<file path="src/rtl/sync_frame_tx_pkg.sv">
// Shared types and helpers for the sync-word frame transmitter.
package sync_frame_tx_pkg;

  // Transmitter phases: waiting for a word, sync word, payload, idle gap.
  typedef enum logic [1:0] {
    ST_IDLE = 2'd0,
    ST_SYNC = 2'd1,
    ST_DATA = 2'd2,
    ST_GAP  = 2'd3
  } state_t;

  // Default sync pattern, sent MSB first at the head of every frame.
  localparam logic [3:0] DEFAULT_SYNC = 4'b1011;

  // Number of bits needed to hold values 0 .. value-1.
  function automatic int clog2(input int value);
    int r;
    r = 0;
    for (int v = value - 1; v > 0; v = v >> 1) begin
      r++;
    end
    return r;
  endfunction

  // Largest of three integers, used to size the shared bit counter.
  function automatic int max3(input int a, input int b, input int c);
    int m;
    m = a;
    if (b > m) m = b;
    if (c > m) m = c;
    return m;
  endfunction

endpackage

</file>
<file path="src/rtl/sync_frame_tx_piso_shift.sv">
// Parallel-in serial-out shift register, MSB first. Holds the payload word
// while the frame is in flight so later changes on the input bus are ignored.
module piso_shift #(
  parameter int W = 8
) (
  input  logic         clk,
  input  logic         rst,
  input  logic         load,
  input  logic         shift,
  input  logic [W-1:0] din,
  output logic         msb
);

  logic [W-1:0] sh_q;

  // Capture a new word on load, otherwise move the next bit into the MSB slot.
  always_ff @(posedge clk) begin
    if (!rst) begin
      sh_q <= '0;
    end else if (load) begin
      sh_q <= din;
    end else if (shift) begin
      sh_q <= sh_q << 1;
    end
  end

  assign msb = sh_q[W-1];

endmodule

</file>
<file path="src/rtl/sync_frame_tx.sv">
// Serial frame transmitter: sync word, then payload (both MSB first), then a
// forced run of idle zeros. Words arrive over a valid/ready handshake that is
// only open while the transmitter is idle.
module sync_frame_tx
  import sync_frame_tx_pkg::*;
#(
  parameter int                SYNC_W     = 4,
  parameter logic [SYNC_W-1:0] SYNC       = SYNC_W'(DEFAULT_SYNC),
  parameter int                DATA_W     = 8,
  parameter int                GAP_CYCLES = 2
) (
  input  logic              clk,
  input  logic              rst,
  input  logic              load_valid,
  input  logic [DATA_W-1:0] load_data,
  output logic              load_ready,
  output logic              data_out,
  output logic              frame_active,
  output logic              frame_done
);

  // One down-counter is shared by all phases, so it must hold the longest one.
  localparam int CNT_W = clog2(max3(SYNC_W, DATA_W, GAP_CYCLES) + 1);

  localparam logic [CNT_W-1:0] SYNC_LAST = CNT_W'(SYNC_W - 1);
  localparam logic [CNT_W-1:0] DATA_LAST = CNT_W'(DATA_W - 1);
  localparam logic [CNT_W-1:0] GAP_LAST  = CNT_W'(GAP_CYCLES - 1);
  localparam logic [CNT_W-1:0] CNT_ONE   = CNT_W'(1);

  state_t            state_q;
  state_t            state_d;
  logic [CNT_W-1:0]  cnt_q;
  logic [CNT_W-1:0]  cnt_d;
  logic              data_out_d;
  logic              frame_active_d;
  logic              frame_done_d;
  logic              load_en;
  logic              shift_en;
  logic              payload_msb;
  logic              sync_bit;
  logic              accept;

  // The handshake can only complete while idle; ready is a pure state decode.
  assign load_ready = (state_q == ST_IDLE);
  assign accept     = load_valid && load_ready;

  // In the sync phase the counter value is the index of the sync bit on the
  // line, so the next bit to show is selected by the next counter value.
  assign sync_bit = |(SYNC & (SYNC_W'(1) << cnt_d));

  piso_shift #(
    .W(DATA_W)
  ) u_payload (
    .clk   (clk),
    .rst   (rst),
    .load  (load_en),
    .shift (shift_en),
    .din   (load_data),
    .msb   (payload_msb)
  );

  // State, counter and all serial outputs are registered together.
  always_ff @(posedge clk) begin
    if (!rst) begin
      state_q      <= ST_IDLE;
      cnt_q        <= '0;
      data_out     <= 1'b0;
      frame_active <= 1'b0;
      frame_done   <= 1'b0;
    end else begin
      state_q      <= state_d;
      cnt_q        <= cnt_d;
      data_out     <= data_out_d;
      frame_active <= frame_active_d;
      frame_done   <= frame_done_d;
    end
  end

  // Phase sequencing: each phase reloads the counter on entry and leaves when
  // the counter has run down to zero.
  always_comb begin
    state_d = state_q;
    cnt_d   = cnt_q;
    case (state_q)
      ST_IDLE: begin
        if (accept) begin
          state_d = ST_SYNC;
          cnt_d   = SYNC_LAST;
        end
      end
      ST_SYNC: begin
        if (cnt_q == '0) begin
          state_d = ST_DATA;
          cnt_d   = DATA_LAST;
        end else begin
          cnt_d = cnt_q - CNT_ONE;
        end
      end
      ST_DATA: begin
        if (cnt_q == '0) begin
          state_d = ST_GAP;
          cnt_d   = GAP_LAST;
        end else begin
          cnt_d = cnt_q - CNT_ONE;
        end
      end
      ST_GAP: begin
        if (cnt_q == '0) begin
          state_d = ST_IDLE;
          cnt_d   = '0;
        end else begin
          cnt_d = cnt_q - CNT_ONE;
        end
      end
      default: begin
        state_d = ST_IDLE;
        cnt_d   = '0;
      end
    endcase
  end

  // Next values of the registered outputs plus payload register controls.
  always_comb begin
    data_out_d     = 1'b0;
    frame_active_d = 1'b0;
    frame_done_d   = 1'b0;
    load_en        = 1'b0;
    shift_en       = 1'b0;
    case (state_q)
      ST_IDLE: begin
        if (accept) begin
          load_en        = 1'b1;
          data_out_d     = sync_bit;
          frame_active_d = 1'b1;
        end
      end
      ST_SYNC: begin
        frame_active_d = 1'b1;
        if (cnt_q == '0) begin
          data_out_d   = payload_msb;
          shift_en     = 1'b1;
          frame_done_d = (DATA_W == 1);
        end else begin
          data_out_d = sync_bit;
        end
      end
      ST_DATA: begin
        if (cnt_q != '0) begin
          frame_active_d = 1'b1;
          data_out_d     = payload_msb;
          shift_en       = 1'b1;
          frame_done_d   = (cnt_q == CNT_ONE);
        end
      end
      ST_GAP: begin
        data_out_d = 1'b0;
      end
      default: begin
        data_out_d = 1'b0;
      end
    endcase
  end

endmodule

</file>
<file path="config.mk">
export PLATFORM = sky130hd
export DESIGN_NAME = sync_frame_tx
export DESIGN_NICKNAME = d
export VERILOG_FILES = /design/src/rtl/sync_frame_tx_pkg.sv /design/src/rtl/sync_frame_tx_piso_shift.sv /design/src/rtl/sync_frame_tx.sv
export SDC_FILE = /design/constraint.sdc
export NUM_CORES = 1
export LEC_CHECK = 0
export CAP_MARGIN = 20
export CORE_MARGIN = 5
export CORE_UTILIZATION = 52
export CTS_CLUSTER_SIZE = 10
export DETAILED_ROUTE_END_ITERATION = 16
export PLACE_DENSITY_LB_ADDON = 0.1
export REMOVE_ABC_BUFFERS = 1
export SLEW_MARGIN = 20
export SYNTH_ARGS = -nofsm -noshare
export SYNTH_HDL_FRONTEND = slang
export SYNTH_SLANG_ARGS = --single-unit
</file>
<file path="constraint.sdc">
create_clock -name clk -period 2.1 [get_ports clk]
set_input_delay 0.42 -clock clk [delete_from_list [all_inputs] [get_ports clk]]
set_output_delay 0.42 -clock clk [all_outputs]
set_load 0.02 [all_outputs]
</file>
==> After elaboration in Yosys (flattened, before gate mapping) <==
Cells that the tools add are included.
{ "totals": {"reg_bits": 17, "input_bits": 11, "word_cells": 46} }
{ "op_classes": {"add_sub_neg": 1, "eq_ne": 8, "shifts": 1, "muxes": 22, "n_reduce_logical": 8} }
{ "op_table": {"columns": ["operator", "count"], "rows": [
  ["4-bit 2-to-1 mux", 4],
  ["8-bit 2-to-1 mux", 2],
  ["4-bit case mux with 4 select lines", 1],
  ["2-bit 2-to-1 mux", 4],
  ["2-bit case mux with 4 select lines", 1],
  ["1-bit 2-to-1 mux", 7],
  ["2-bit != test (second input constant)", 3],
  ["2-bit equality test (second input constant)", 2],
  ["4-bit by 1-bit equality test with 1-bit output (second input constant)", 1],
  ["4-bit logical NOT", 1],
  ["1-bit case mux with 4 select lines", 1],
  ["4-bit AND reduction", 1],
  ["4-bit nonzero test", 1],
  ["1-bit by 4-bit left shift with 4-bit output (first input constant)", 1],
  ["4-bit by 1-bit subtractor with 4-bit output (second input constant)", 1],
  ["1-bit case mux with 3 select lines", 1],
  ["3-bit AND reduction", 1],
  ["3-bit OR reduction", 1],
  ["2-bit by 1-bit equality test with 1-bit output (second input constant)", 1],
  ["2-bit logical NOT", 1],
  ["2-bit by 1-bit != test with 1-bit output (second input constant)", 1],
  ["1-bit case mux with 2 select lines", 1],
  ["2-bit nonzero test", 1],
  ["1-bit logical AND", 1]
]} }

==> Longest topological paths before layout <==
Gate-level depths: netlist (run 1).
{ "logic_depth": {"word_depth": 8, "mapped_depth": 8, "ltp_nobuf": 6} }

==> By module <==
From an unflattened synthesis (run 1), not the netlist that was laid out.
{ "unflattened": {"cells_unflattened": 98, "hier_area_um2": 975.9} }
{ "by_module_without_submodules": {"columns": ["module", "instances", "cells_each", "area_per_inst_um2", "seq_area_each_um2"], "rows": [
  ["sync_frame_tx", 1, 63, 556.8, 180.2],
  ["piso_shift", 1, 35, 419.2, 160.2]
]} }

==> Worst setup path before layout (run 1) <==
Ideal clock, no wire load.
{ "synth_path": {"path_type": "register -> register", "startpoint": "reg cnt_q[0]", "endpoint": "reg data_out", "t_arrival_ns": 1.809, "setup_slack_ns": 0.168, "stages_incl_launch_ff": 8, "n_path_buf": 1, "period_less_slack_ns": 1.932, "path_cell_list": "dfxtp_1 > inv_1 > ha_1 > or3b_1 > buf_2 > a2111o_1 > a221oi_2 > o32ai_1"} }
{ "synth_between": {"elab_chain_cells": 7, "word_cells_on_any_way": 14, "classes_between": "add/sub (1); shift (1); mux (9); reduce/logical (3)"} }
{ "synth_lines": {"columns": ["element", "line_no", "source"], "rows": [
  ["start: declaration", "sync_frame_tx.sv:32", "logic [CNT_W-1:0] cnt_q;"],
  ["start signal: assignment", "sync_frame_tx.sv:72", "cnt_q <= cnt_d;"],
  ["4-bit by 1-bit subtractor with 4-bit output or 4-bit logical NOT (tied branches)", null, null],
  ["4-bit 2-to-1 mux (on tied branches)", "sync_frame_tx.sv:108, sync_frame_tx.sv:92, sync_frame_tx.sv:100", null],
  ["4-bit case mux with 4 select lines", "sync_frame_tx.sv:84", "case (state_q)"],
  ["1-bit by 4-bit left shift with 4-bit output", "sync_frame_tx.sv:49", "assign sync_bit = |(SYNC & (SYNC_W'(1) << cnt_d));"],
  ["3-bit OR reduction", "sync_frame_tx.sv:49", null],
  ["1-bit 2-to-1 mux (on tied branches)", "sync_frame_tx.sv:139, sync_frame_tx.sv:131", null],
  ["1-bit case mux with 4 select lines *", "sync_frame_tx.sv:129", "case (state_q)"],
  ["end signal: assignment", "sync_frame_tx.sv:73", "data_out <= data_out_d;"],
  ["end: declaration", "sync_frame_tx.sv:17", "output logic data_out,"]
]} }
Every way passes the cells marked *; elsewhere a longest branch is shown, timed or not.
A chain may end at the register's enable or synchronous reset.

==> Final worst setup path (run 1) <==
{ "layout_path": {"startpoint": "reg cnt_q[1]", "endpoint": "reg data_out"} }
Same word-level chain as after synthesis.

==> run summary, run 1 <==
Rows - 16
number of synthesized flops with an enable pin - 0
# DRC - 0
Initial Util - 53.1%
Max Cap Viol - 0
Core Util, Final - 65.3%
Iter 0 DRT Violations - 35
Worst setup EP type - flip-flop
# fillers - 177
IO Port Bufs - 14
Final Setup Violations - 0
Worst Path Arrival - 2200 ps
met3 WL - 146 um
mapped cell area - 0.00101 sq mm
Sink Count - 17
syn avg cell area - 8.86 sq um
top sig layer - met3
Tot GR Track Use - 17.6%
Crit Path Category - reg -> reg
worst-skew pair later-pin latency - 290 ps
post-synthesis sequential area ratio - 33.7%
commonest non-fill, non-tap cell in the layout - dfxtp_1
multiplexer area fraction after synthesis - 0.991%
CTS tree - yes
main combinational cell family by area after synthesis - compound AO/OA/AOI/OAI gates
Yosys cell types - 37
post-layout net count - 152
reg2reg setup slack - 80 ps
DR pass1 iterations - 4
Synth Area in Compound Gates - 27.9%
critical path required time - 2280 ps
Post CTS Setup Buffer Count - 0
Post-Route M1 WL - 1.04 mm
Post-Route WL - 2.20 mm
Setup Slack @ Placement - -34.8 ps
DIE AREA - 0.00292 sq mm
clk slew on worst S/H paths - 100 ps
met2 routed WL - 1.01 mm
DR vias - 918
CTS root buffer - clkbuf_4
minimum clock period after layout - 2020 ps
final hold vios - 0
worst-path maximum fanout - 7
die width - 54.1 um
Clock Skew - 3.22 ps
initial antenna violation count - 0
CTS Buffer Depth - 2
GRT overflow - 0
Max Fclk - 495 MHz
Lkg Pwr - 0.000474 uW
adder-cell share of the synthesized area - 8.67%
count of pins over their slew limit - 0
top cell type's share of synthesized area - 33.7%
status - complete, no violations
main area contributors after synthesis - dfxtp_1 34%, a311oi_2 10%, ha_1 8.7%
PnR worst setup slack - 78.8 ps
first-pass GRT wire length - 3.78 mm
Routability Congestion - 0.930
largest net degree at the start of global routing - 16
post-synthesis simple-gate area fraction - 21.9%
Final Cycle Share - 96.2%
Core Region - 0.00190 sq mm
vias in the first global route - 834
setup TNS - 0 ps
Boundary Pins - 15
share of cells above drive strength 1 - 16.5%
post-DR vias/cell - 5.74
final instance count without filler cells - 160
most area-hungry cell type in the Yosys netlist - dfxtp_1
YS warnings - 0
PwrDens - 1530 mW/mm^2
RSZ-0062 raised after global routing - no
Min-Delay Path Class - reg -> reg
Post-Synthesis Cells - 114
Main synth FF type - dfxtp_1
Post-Synth XOR/XNOR Area - 0%
die span in y - 54.1 um
ys async rst share - 0%
Rel. slew slack - 67.1%
most frequent cells in the layout - 17 x dfxtp_1, 14 x clkdlybuf4s50_1, 11 x nor2_1
CTS HTree Levels - 1
dpl cells - 156
CP Launch Type - flip-flop
area delta synth->final - 22.9%
Seq cells post-synth - 17
CTS buffer count - 3
routed len/inst - 13.7 um
Diodes inserted - 0
ANT nets after route - 0
Worst VDD drop - 0.000839 V
DPL Wire Length - 1.60 mm
Worst-Margin Slew - 492 ps
==> layer usage <==
metal	global-route usage [%]	vias up
li1	-	464
met1	22.8	422
met2	28.6	32
met3	5.26	0
met4	3.73	0
met5	0	-
==> sequential cells by signal (all words and copies together), names as in the netlist <==
signal / count
data_out: 1
frame_active: 1
u_payload.sh_q: 8
frame_done: 1
cnt_q: 4
state_q: 2
==> repair_timing <==
item                                    in CTS  in global routing
hold buffers                                 0                  0
gates resized for setup                      1                  2
pin swaps                                    0                  0
endpoints found under the setup margin       8                  9
==> final timing paths <==
kind                                   startpoint           endpoint  depth (start not counted)
worst min register to register  u_payload.sh_q[2]  u_payload.sh_q[3]                          2
worst max register to register           cnt_q[1]           data_out                          6
worst max-delay path                     cnt_q[1]           data_out                          6
worst min-delay path            u_payload.sh_q[2]  u_payload.sh_q[3]                          2
==> cell usage after synthesis (2+ instances only) <==
cell type / instances
dfxtp_1: 17
nor2_1: 11
inv_1: 9
nand3_1: 9
nand2_1: 8
a311oi_2: 7
ha_1: 7
nor3_1: 5
clkbuf_1: 4
o21ai_0: 3
a21oi_1: 2
a221oi_1: 2
and2_1: 2
nand2b_1: 2
nor3b_1: 2
o2111ai_1: 2
o21a_1: 2
==> worst max-delay path, cell delays in order, from the launching register on <==
cell and delay (ps):
dfxtp_1 360, inv_1 100, ha_2 220, or3b_4 430, a2111o_1 450, a221oi_2 240
o32ai_1 110
==> cell type report <==
type                    count  area, sq um  area share (%)
clock buffers               4         26.3            2.12
inverters                   9         33.8            2.72
multi-input cells          81          607            48.9
flip-flops and latches     17          340            27.4
well taps                  27         33.8            2.72
repair buffers             22          200            16.1
==> report_power, final <==
| group | switching (uW) | leakage, uW | total (uW) | internal (uW) |
|---|---|---|---|---|
| Clock | 102 | 0.0000150 | 176 | 73.9 |
| Sequential | 73.3 | 0.000140 | 510 | 436 |
| Combinational | 668 | 0.000319 | 1220 | 547 |
| Total | 844 | 0.000474 | 1900 | 1060 |
==> kinds of logic after synthesis <==
| kind of cell | Yosys count |
|---|---|
| compound gates | 29 |
| fa+ha+maj | 7 |
| mux | 1 |
| flops | 17 |
| simple gates | 44 |
| buf+inv | 16 |
==> metrics by stage <==
step,cell area [sq um],power (uW),hold slack (ps)
CTS,1240,1880,515
finish,1240,1900,513
global placement,1210,1680,496
global route,1240,2070,539
floorplan,975,1330,464
detailed placement,1210,1700,501
Note: power is estimated with default switching activity, not from simulation.
==> run 2, diff against run 1 <==
Settings changed: CORE_MARGIN 5 to 1.5.
==> run 2 against run 1 <==
Net effect: design area up 2.1%; clock power grew 2%; flip-flop and latch count unchanged; sequential power hardly changed; count of clock-buffer cells in the layout decreased by 1; register-to-register slack better by 50 ps; critical path type is now reg -> out; sequential share of layout area is 0.57 points lower; first-iteration DRC count fell by 17%; die area is 24% lower; highest routed layer is now met4; largest cell class unchanged; critical path depth down 3; fmax increased by 1.4%.
==> run summary, run 2 (synthesis gave the netlist of run 1 again) <==
status - complete, no violations
final hold vios - 0 (unchanged)
Lkg Pwr - 0.000486 uW (+2.5%)
die width - 47.1 um (-13%)
Clock Skew - 6.72 ps (+3.51 ps)
Post CTS Setup Buffer Count - 0 (unchanged)
DPL Wire Length - 1.60 mm (+0.31%)
Worst Path Arrival - 1570 ps (-630 ps)
Boundary Pins - 15 (unchanged)
DIE AREA - 0.00222 sq mm (-24%)
FF+latch area - 340 sq um (unchanged)
Max Fclk - 502 MHz (+1.4%)
first-pass GRT wire length - 3.55 mm (-6.2%)
CTS Buffer Depth - 2 (unchanged)
RSZ-0062 raised after global routing - no
Sink Count - 17 (unchanged)
Hold Worst Slack - 511 ps (-1.37 ps)
Post-Route WL - 2.15 mm (-2.2%)
Top Registers - u_payload.sh_q: 8 flops, cnt_q: 4 flops, state_q: 2 flops
Iter 0 DRT Violations - 29 (-17%)
Tot GR Track Use - 22.3% (+4.7 points)
CP bufs+invs - 2 (+1)
total power - 1960 uW (+3.0%)
vias in the first global route - 790 (-5.3%)
GR Util met3 - 4.62% (-0.65 points)
Initial Util - 56.6% (+3.5 points)
Crit Path Category - reg -> out
CP Launch Type - flip-flop
IO Port Bufs - 14 (unchanged)
GR peak layer - met2
commonest non-fill, non-tap cell in the layout - dfxtp_1
critical path required time - 1680 ps (-600 ps)
minimum clock period after layout - 1990 ps (-28.2 ps)
worst-skew pair later-pin latency - 290 ps (about the same)
Diodes inserted - 0 (unchanged)
CTS root buffer - clkbuf_4
# fillers - 128 (-28%)
Max Cap Viol - 0 (unchanged)
hold path depth - 2 (unchanged)
max reg flops - 8 (unchanged)
worst-path maximum fanout - 3 (-4)
Worst setup EP type - output pin
initial antenna violation count - 0 (unchanged)
DR vias - 933 (+1.6%)
Min-Delay Path Class - reg -> reg
CTS buffer count - 3 (unchanged)
# DRC - 0 (unchanged)
Rel. slew slack - 68.3% (+1.1 points)
share of cells above drive strength 1 - 17.9% (+1.4 points)
area post-placement - 0.00121 sq mm (+0.41%)
final instance area - 0.00127 sq mm (+2.1%)
Rows - 15 (-1)
CTS tree - yes
clk slew on worst S/H paths - 110 ps (about the same)
Worst path depth - 3 (-3)
ANT nets after route - 0 (unchanged)
Final Cycle Share - 94.9% (-1.3 points)
Final Setup Violations - 0 (unchanged)
Routability Congestion - 0.878 (-5.5%)
most flop-heavy register - u_payload.sh_q
Worst VDD drop - 0.00101 V (+21%)
Core Util, Final - 71.1% (+5.8 points)
GR Util met2 - 34.8% (+6.2 points)
count of pins over their slew limit - 0 (unchanged)
delay-heaviest family, CP - buffers and inverters
area of the multi-input gates - 627 sq um (+3.3%)
GR Layer Usage met1 - 31.5% (+8.7 points)
post-DR vias/cell - 5.87 (+2.3%)
area delta synth->final - 25.5%
setup TNS - 0 ps (unchanged)
CTS HTree Levels - 1 (unchanged)
most frequent cells in the layout - 17 x dfxtp_1, 14 x clkdlybuf4s50_1, 11 x nor2_1
largest net degree at the start of global routing - 18 (+2)
die span in y - 47.1 um (-13%)
Slowest cell on crit path - clkdlybuf4s50_1
critical path's largest stage delay - 620 ps (+170 ps)
GRT overflow - 0 (unchanged)
DR pass1 iterations - 4 (unchanged)
Core Region - 0.00178 sq mm (-6.2%)
Worst-Margin Slew - 476 ps (-16.6 ps)
R2R depth - 6 (unchanged)
PwrDens - 1540 mW/mm^2 (+0.87%)
routed len/inst - 13.5 um (-1.6%)
post-layout net count - 153 (+0.66%)
CP Cell Sequence - inv_1 > ha_1 > clkdlybuf4s50_1
## run 2: cell count changes in the layout (fill, tap and decap cells not counted)
cell,change
ha_2,-1
clkbuf_1,-1
a221o_4,+1
ha_4,+1
clkinv_2,+1
a221o_2,-1
buf_4,+1
## run 2: what timing repair did
action / CTS / global route
hold buffers: 0 / 0
gates resized for setup: 1 / 4
endpoints found under the setup margin: 8 / 9
gates cloned: 0 / 0
hold endpoints to repair: 0 / 0
## run 2: per-stage QoR
stage | setup slack, ps | cells
after floorplan | 75.9 | 107
after global placement | 23.6 | 155
after detailed placement | -51.7 | 155
after CTS | 7.93 | 159
after global routing | 19.4 | 159
final | 107 | 159
## run 2: routing by layer
metal  part of all wire [%]  wire length, um
met1                     47             1020
met2                     47             1010
met3                    4.7              100
met4                   0.98               21
met5                      0                0
## run 2: area by class of cell
type	count	share of cell area, %
clock inverters	1	0.395
inverters	9	2.67
well taps	25	2.47
repair buffers	23	16.4
multi-input cells	81	49.5
clock buffers	3	1.78
flip-flops and latches	17	26.9
## run 2: report_power, final
group / switching [uW] / leakage (uW) / internal, uW
Sequential: 74.4 / 0.000140 / 436
Clock: 109 / 0.0000177 / 70.9
Combinational: 686 / 0.000328 / 581
## run 2: path summary, 6_finish.rpt
check,startpoint,endpoint,slack (ps)
worst max register to register,cnt_q[1],data_out,130
worst max-delay path,state_q[0],load_ready,110
worst min register to register,u_payload.sh_q[5],u_payload.sh_q[6],510
worst min-delay path,u_payload.sh_q[5],u_payload.sh_q[6],510
## run 2: worst min-delay path, cell delays in order, from the launching register on
cell	delay [ps]
dfxtp_1	330
nand2_1	60
a311oi_2	80
